## src/rtl/usrt_pkg.sv

```systemverilog
// USRT transmitter shared types and constants.
// Parity support is compiled in with USRT_TX_PARITY_EN.
package usrt_pkg;

   localparam int DATA_W_MIN    = 5;
   localparam int DATA_W_MAX    = 16;
   localparam int STOP_BITS_MIN = 1;
   localparam int STOP_BITS_MAX = 2;

   localparam logic IDLE_LVL = 1'b1;

   typedef enum logic [2:0] {
      ST_IDLE   = 3'd0,
      ST_START  = 3'd1,
      ST_DATA   = 3'd2,
`ifdef USRT_TX_PARITY_EN
      ST_PARITY = 3'd3,
`endif
      ST_STOP   = 3'd4
   } usrt_state_e;

   function automatic int clamp_i(input int v, input int lo, input int hi);
      if (v < lo) return lo;
      if (v > hi) return hi;
      return v;
   endfunction

   function automatic int cnt_w(input int n);
      return $clog2(n + 1);
   endfunction

endpackage

```

## src/rtl/usrt_baud_gen.sv

```systemverilog
// Bit-period down-counter with half-period compare.
// Produces the bit boundary strobe and the mid-bit serial clock level.
module usrt_baud_gen #(
   parameter int DIV_W = 16
) (
   input  logic             i_clk,
   input  logic             i_rst_n,
   input  logic             i_load,
   input  logic             i_run,
   input  logic [DIV_W-1:0] i_div,
   output logic             o_bit_end,
   output logic             o_clk_hi
);

   logic [DIV_W-1:0] div_q, div_d;
   logic [DIV_W-1:0] cnt_q, cnt_d;
   logic [DIV_W:0]   half;

   // Latch the divider on accept, reload the counter at each bit end.
   always_comb begin
      div_d = div_q;
      cnt_d = cnt_q;
      if (i_load) begin
         div_d = i_div;
         cnt_d = i_div;
      end else if (i_run) begin
         if (cnt_q == '0) begin
            cnt_d = div_q;
         end else begin
            cnt_d = cnt_q - 1'b1;
         end
      end
   end

   // Strobes: bit end at zero count, clock high in the second half.
   always_comb begin
      half      = ({1'b0, div_q} + (DIV_W+1)'(1)) >> 1;
      o_bit_end = i_run && (cnt_q == '0);
      o_clk_hi  = i_run && ({1'b0, cnt_q} < half);
   end

   // Counter and divider registers.
   always_ff @(posedge i_clk or negedge i_rst_n) begin
      if (!i_rst_n) begin
         div_q <= '0;
         cnt_q <= '0;
      end else begin
         div_q <= div_d;
         cnt_q <= cnt_d;
      end
   end

endmodule

```

## src/rtl/usrt_tx.sv

```systemverilog
// Synchronous serial transmitter: start, LSB-first data, stop bits.
// Optional parity bit and i_Parity_Odd port with USRT_TX_PARITY_EN.
module usrt_tx
   import usrt_pkg::*;
#(
   parameter int DATA_W    = 8,
   parameter int DIV_W     = 16,
   parameter int STOP_BITS = 1
) (
   input  logic              i_Clk,
   input  logic              i_Rst_n,
   input  logic [DIV_W-1:0]  i_Div,
   input  logic              i_Valid,
   input  logic [DATA_W-1:0] i_Data,
`ifdef USRT_TX_PARITY_EN
   input  logic              i_Parity_Odd,
`endif
   output logic              o_Ready,
   output logic              o_Tx_Serial,
   output logic              o_Tx_Clk,
   output logic              o_Busy,
   output logic              o_Done
);

   localparam int STOPS = clamp_i(STOP_BITS, STOP_BITS_MIN, STOP_BITS_MAX);
   localparam int DW_OK = clamp_i(DATA_W, DATA_W_MIN, DATA_W_MAX);
   localparam int BIT_W = cnt_w(DW_OK);

   localparam logic [BIT_W-1:0] LAST_DATA = BIT_W'(DATA_W - 1);
   localparam logic [BIT_W-1:0] LAST_STOP = BIT_W'(STOPS - 1);

   usrt_state_e       state_q, state_d;
   logic [DATA_W-1:0] shreg_q, shreg_d;
   logic [BIT_W-1:0]  bit_cnt_q, bit_cnt_d;
   logic              done_q, done_d;
   logic              rdy_en_q, rdy_en_d;
`ifdef USRT_TX_PARITY_EN
   logic              par_q, par_d;
`endif

   logic accept;
   logic run;
   logic bit_end;
   logic clk_hi;

   usrt_baud_gen #(
      .DIV_W(DIV_W)
   ) u_baud (
      .i_clk    (i_Clk),
      .i_rst_n  (i_Rst_n),
      .i_load   (accept),
      .i_run    (run),
      .i_div    (i_Div),
      .o_bit_end(bit_end),
      .o_clk_hi (clk_hi)
   );

   // Handshake and status decode.
   always_comb begin
      run     = (state_q != ST_IDLE);
      o_Ready = rdy_en_q && (state_q == ST_IDLE);
      o_Busy  = run;
      o_Done  = done_q;
      accept  = i_Valid && o_Ready;
   end

   // Next-state, shift register and bit counter.
   always_comb begin
      state_d   = state_q;
      shreg_d   = shreg_q;
      bit_cnt_d = bit_cnt_q;
      done_d    = 1'b0;
      rdy_en_d  = 1'b1;
`ifdef USRT_TX_PARITY_EN
      par_d     = par_q;
`endif
      unique case (state_q)
         ST_IDLE: begin
            if (accept) begin
               state_d   = ST_START;
               shreg_d   = i_Data;
               bit_cnt_d = '0;
`ifdef USRT_TX_PARITY_EN
               par_d     = (^i_Data) ^ i_Parity_Odd;
`endif
            end
         end
         ST_START: begin
            if (bit_end) begin
               state_d   = ST_DATA;
               bit_cnt_d = '0;
            end
         end
         ST_DATA: begin
            if (bit_end) begin
               shreg_d = shreg_q >> 1;
               if (bit_cnt_q == LAST_DATA) begin
                  bit_cnt_d = '0;
`ifdef USRT_TX_PARITY_EN
                  state_d   = ST_PARITY;
`else
                  state_d   = ST_STOP;
`endif
               end else begin
                  bit_cnt_d = bit_cnt_q + BIT_W'(1);
               end
            end
         end
`ifdef USRT_TX_PARITY_EN
         ST_PARITY: begin
            if (bit_end) begin
               state_d   = ST_STOP;
               bit_cnt_d = '0;
            end
         end
`endif
         ST_STOP: begin
            if (bit_end) begin
               if (bit_cnt_q == LAST_STOP) begin
                  state_d   = ST_IDLE;
                  bit_cnt_d = '0;
                  done_d    = 1'b1;
               end else begin
                  bit_cnt_d = bit_cnt_q + BIT_W'(1);
               end
            end
         end
         default: begin
            state_d   = ST_IDLE;
            bit_cnt_d = '0;
         end
      endcase
   end

   // Serial line level and bit clock per state.
   always_comb begin
      o_Tx_Serial = IDLE_LVL;
      o_Tx_Clk    = clk_hi;
      unique case (state_q)
         ST_START:  o_Tx_Serial = 1'b0;
         ST_DATA:   o_Tx_Serial = shreg_q[0];
`ifdef USRT_TX_PARITY_EN
         ST_PARITY: o_Tx_Serial = par_q;
`endif
         default:   o_Tx_Serial = IDLE_LVL;
      endcase
   end

   // Frame state registers.
   always_ff @(posedge i_Clk or negedge i_Rst_n) begin
      if (!i_Rst_n) begin
         state_q   <= ST_IDLE;
         shreg_q   <= '0;
         bit_cnt_q <= '0;
         done_q    <= 1'b0;
         rdy_en_q  <= 1'b0;
`ifdef USRT_TX_PARITY_EN
         par_q     <= 1'b0;
`endif
      end else begin
         state_q   <= state_d;
         shreg_q   <= shreg_d;
         bit_cnt_q <= bit_cnt_d;
         done_q    <= done_d;
         rdy_en_q  <= rdy_en_d;
`ifdef USRT_TX_PARITY_EN
         par_q     <= par_d;
`endif
      end
   end

endmodule

```

## config.mk

```make
export PLATFORM = sky130hd
export DESIGN_NAME = usrt_tx
export DESIGN_NICKNAME = d
export VERILOG_FILES = /design/src/rtl/usrt_pkg.sv /design/src/rtl/usrt_baud_gen.sv /design/src/rtl/usrt_tx.sv
export SDC_FILE = /design/constraint.sdc
export NUM_CORES = 1
export LEC_CHECK = 0
export ABC_AREA = 1
export BUFFER_PORTS_ARGS = -buffer_cell sky130_fd_sc_hd__buf_2
export CAP_MARGIN = 10
export CELL_PAD_IN_SITES_DETAIL_PLACEMENT = 1
export CELL_PAD_IN_SITES_GLOBAL_PLACEMENT = 1
export CORE_UTILIZATION = 38
export CTS_CLUSTER_DIAMETER = 80
export CTS_CLUSTER_SIZE = 30
export DETAILED_ROUTE_END_ITERATION = 8
export PLACE_DENSITY_LB_ADDON = 0.1
export SLEW_MARGIN = 20
export SYNTH_ARGS = -nofsm -noshare
export SYNTH_HDL_FRONTEND = slang
export SYNTH_SLANG_ARGS = --single-unit
```

## constraint.sdc

```tcl
create_clock -name i_Clk -period 4.9 [get_ports i_Clk]
set_clock_uncertainty 0.1 [all_clocks]
set_input_delay 0.98 -clock i_Clk [delete_from_list [all_inputs] [get_ports i_Clk]]
set_output_delay 0.98 -clock i_Clk [all_outputs]
set_load 0.05 [all_outputs]
```

==> impl_metrics.prom <==
# TYPE chip_impl_metric gauge
chip_impl_metric{name="insertedDiodeCount",unit=""} 0
chip_impl_metric{name="post-place-ws",unit="ps"} 1280
chip_impl_metric{name="dieHeight",unit="µm"} 99.2
chip_impl_info{name="end_kind",value="output pin"} 1
chip_impl_metric{name="ir_worst_vdd",unit="V"} 0.000251
chip_impl_metric{name="cts-buffers-inserted",unit=""} 5
chip_impl_metric{name="avgViaCountPerCell",unit=""} 5.22
chip_impl_metric{name="fp-row-count",unit=""} 35
chip_impl_metric{name="num-fill-cells",unit=""} 1205
chip_impl_metric{name="cts_max_path_buffers",unit=""} 2
chip_impl_metric{name="post_cts_resize_count",unit=""} 0
chip_impl_metric{name="total_via_count_in_the_routed_design",unit=""} 3377
chip_impl_metric{name="clkTransAtPathRegs",unit="ps"} 100
chip_impl_metric{name="cts.repair_timing.setup_buffer_count",unit=""} 0
chip_impl_metric{name="synth_edf_count",unit=""} 0
chip_impl_metric{name="top_level_ports",unit=""} 32
chip_impl_metric{name="cts_sink_cnt",unit=""} 49
chip_impl_metric{name="start_util",unit="%"} 39.1
chip_impl_metric{name="grt_max_degree",unit=""} 50
chip_impl_metric{name="hpwlAfterDp",unit="µm"} 8110
chip_impl_info{name="critPathTopFamily",value="simple AND/OR/NAND/NOR gates"} 1
chip_impl_metric{name="power.static_leakage",unit="nW"} 2.00
chip_impl_metric{name="synthesis.instances",unit=""} 504
chip_impl_metric{name="dr.pass1.iters",unit=""} 4
chip_impl_metric{name="nNetsFinal",unit=""} 582
chip_impl_metric{name="largest_driver_fanout_on_the_critical_path",unit=""} 4
chip_impl_info{name="critPathKind",value="reg2out"} 1
chip_impl_info{name="postSynth.topFlopCell",value="sky130_fd_sc_hd__dfrtp_1"} 1
chip_impl_metric{name="max_freq",unit="MHz"} 255
chip_impl_info{name="rr_startpoint",value="u_baud.cnt_q[0]"} 1
chip_impl_metric{name="drv.max_cap_violation_count",unit=""} 0
chip_impl_metric{name="cts.htree.levels",unit=""} 2
chip_impl_metric{name="fp.dieArea",unit="µm²"} 9850
chip_impl_metric{name="postSynthNetCount",unit=""} 551
chip_impl_metric{name="die_width",unit="µm"} 99.2
chip_impl_info{name="critPathLaunchType",value="flip-flop"} 1
chip_impl_metric{name="ys_async_sr_fraction",unit="%"} 100
chip_impl_info{name="status",value="completed"} 1
chip_impl_metric{name="yosys_warnings",unit=""} 0
chip_impl_info{name="crit_chain",value="inv_1, nor3_1, nand3_1, nor2_1, xnor2_1, ha_1, nand2_1, nor2_1, nand2_1, nand4_1, a21oi_1, buf_2"} 1
chip_impl_metric{name="synth.avg_cell_area",unit="µm²"} 7.13
chip_impl_metric{name="cp.depth",unit=""} 12
chip_impl_metric{name="grt-ovfl-total",unit=""} 0
chip_impl_metric{name="synth_cell_types",unit=""} 33
chip_impl_metric{name="drtIter0Drc",unit=""} 116
chip_impl_info{name="cts_tree",value="done"} 1
chip_impl_metric{name="gp_congestion",unit=""} 0.838
chip_impl_metric{name="port-buffer-count",unit=""} 31
chip_impl_metric{name="hold_viol_final",unit=""} 0
chip_impl_info{name="worstSetupEndpoint",value="o_Tx_Clk"} 1
chip_impl_metric{name="syn_to_final_growth",unit="%"} 9.51
chip_impl_metric{name="first_global_vias",unit=""} 3486
chip_impl_metric{name="timing.slew.headroom",unit="%"} 42.9
chip_impl_metric{name="worstRegToRegCells",unit=""} 9
chip_impl_metric{name="worst_hold_path.num_cells",unit=""} 2
chip_impl_metric{name="fin_tns_setup",unit="ps"} 0
chip_impl_metric{name="core_area",unit="µm²"} 9200
chip_impl_metric{name="cp.required",unit="ps"} 3820
chip_impl_info{name="unrepaired_setup_endpoints_after_global_routing",value="no"} 1
chip_impl_metric{name="grt_first_pass_wirelength",unit="µm"} 17600
chip_impl_metric{name="finalCriticalPeriod",unit="ps"} 3920
chip_impl_metric{name="setup_slack",unit="ps"} 980
chip_impl_metric{name="syn-cell-area",unit="µm²"} 3590
chip_impl_metric{name="report.final.slew_viol_count",unit=""} 0
chip_impl_metric{name="reg2reg_slack",unit="ps"} 2420
chip_impl_metric{name="postSynthRegisterBits",unit=""} 49
chip_impl_metric{name="power-per-cell-area",unit="nW/µm²"} 614
chip_impl_metric{name="grt_antenna_before_repair",unit=""} 0
chip_impl_metric{name="final_layout_size_suffix_gt1_share",unit="%"} 15.5
chip_impl_metric{name="tightestPinTransition",unit="ps"} 853
chip_impl_metric{name="min_period_over_period",unit="%"} 80.0
chip_impl_metric{name="post_cts_hold_buffer_count",unit=""} 0
chip_impl_info{name="hold_path_class",value="reg2reg"} 1
chip_impl_metric{name="gr-usage-all-layers",unit="%"} 22.9
chip_impl_info{name="ctsRootBufferMaster",value="sky130_fd_sc_hd__clkbuf_8"} 1
chip_impl_metric{name="setup-violations-final",unit=""} 0
chip_impl_metric{name="worst_path_largest_cell_delay",unit="ps"} 510
chip_impl_info{name="reg2reg_to",value="shreg_q[6]"} 1
chip_impl_info{name="cp_slowest_cell",value="sky130_fd_sc_hd__nor3_1"} 1
chip_impl_metric{name="wl",unit="µm"} 10400
chip_impl_metric{name="route.detailed.wl_per_inst",unit="µm"} 16.1
chip_impl_info{name="worst_setup_path_startpoint",value="u_baud.div_q[2]"} 1
chip_impl_metric{name="clock_latency",unit="ps"} 310
chip_impl_metric{name="fraction_of_the_yosys_area_taken_by_sequential_cells",unit="%"} 34.1
chip_impl_metric{name="ant_nets",unit=""} 0
chip_impl_metric{name="route.detailed.drc",unit=""} 0
chip_impl_metric{name="worstPathArrival",unit="ps"} 2840
chip_impl_metric{name="critPathBufInv",unit=""} 2
-- layout by cell type (no fill, tap or decap), drive strengths merged --
cell    instances
clkbuf          7
nor2           62
nor3            6
a21o            1
xor2           12
nand4           6
dfrtp          49
o22ai           1
o21ai          26
nand2         166
inv            49
conb            1
a21oi          38
nand3          42
mux2i           7
nor4            1
ha             20
o21bai          2
xnor2           4
o21a            1
buf            35
-- cell families (layout without fill, tap and decap cells) --
group / Yosys count / after routing / share of synthesized area (%)
other cells: 1 / 1 / 0.104
mux: 7 / 7 / 1.95
simple gates: 283 / 283 / 33.4
xor+xnor: 16 / 16 / 3.90
compound gates: 69 / 69 / 12.0
fa+ha+maj: 20 / 20 / 6.96
buf+inv: 59 / 91 / 7.52
flops: 49 / 49 / 34.1
-- through the flow --
step	instance area [µm²]	instances	hold slack [ps]	utilization (%)	total power [mW]
floorplan	3590	504	341	-	1.80
global placement	3830	639	358	41.6	2.10
detailed placement	3830	639	373	41.6	2.16
CTS	3940	647	396	42.8	2.44
global route	3940	647	417	42.8	2.66
finish	3940	647	391	42.8	2.42
-- tightest hold or removal path, cell delays in order (launching register included) --
cell and delay [ps]:
sky130_fd_sc_hd__dfrtp_1 360, sky130_fd_sc_hd__nand2_1 60, sky130_fd_sc_hd__nand2_1 50
-- registers in the layout, indices dropped and copies added (netlist names) --
name	flops
u_baud.div_q	16
u_baud.cnt_q	16
o_Done	1
bit_cnt_q	4
shreg_q	8
rdy_en_q	1
state_q	3
-- cell usage after synthesis, types with 5 or more instances --
cell type                 instances  share of area, %
sky130_fd_sc_hd__nand3_1         40               5.6
sky130_fd_sc_hd__nand4_1          6               1.0
sky130_fd_sc_hd__dfrtp_1         49                34
sky130_fd_sc_hd__ha_1            20               7.0
sky130_fd_sc_hd__xor2_1          12               2.9
sky130_fd_sc_hd__mux2i_1          7               1.9
sky130_fd_sc_hd__a21oi_1         28               3.9
sky130_fd_sc_hd__inv_1           43               4.5
sky130_fd_sc_hd__nand2_2          5              0.87
sky130_fd_sc_hd__o21ai_2          7               1.7
sky130_fd_sc_hd__nor2_2           8               1.4
sky130_fd_sc_hd__nor3_1           5              0.70
sky130_fd_sc_hd__nor2_1          53               5.5
sky130_fd_sc_hd__o21ai_0         17               2.4
sky130_fd_sc_hd__a21oi_2         10               2.4
sky130_fd_sc_hd__nand2_1        161                17
-- worst min path at each step --
| stage | startpoint | end | slack [ps] |
|---|---|---|---|
| finish | shreg_q[7] | shreg_q[7] | 390 |
| global route | shreg_q[2] | shreg_q[2] | 420 |
| CTS | shreg_q[7] | shreg_q[7] | 400 |
| detailed placement | shreg_q[7] | shreg_q[7] | 370 |
| global placement | shreg_q[7] | shreg_q[7] | 360 |
| floorplan | shreg_q[7] | shreg_q[7] | 340 |
-- power by group --
part	total, mW	switching [mW]	internal [mW]
clock network	0.281	0.150	0.131
registers	0.824	0.248	0.576
logic	1.31	0.849	0.464
total	2.42	1.25	1.17
-- layout make-up --
type | count | area, µm² | area share (%)
multi-input combinational | 396 | 2100 | 53.3
sequential | 49 | 1230 | 31.2
timing repair buffer | 35 | 185 | 4.71
inverter | 48 | 183 | 4.64
tap | 111 | 139 | 3.53
clock buffer | 7 | 96.3 | 2.45
clock inverter | 1 | 8.76 | 0.223
-- layer usage --
metal / track usage [%] / share of wire (%)
met2: 38.6 / 47
met4: 5.20 / 1.4
met3: 2.04 / 2.0
met5: 0 / 0
met1: 31.9 / 49
No activity file was read; power rests on OpenSTA's default activity.
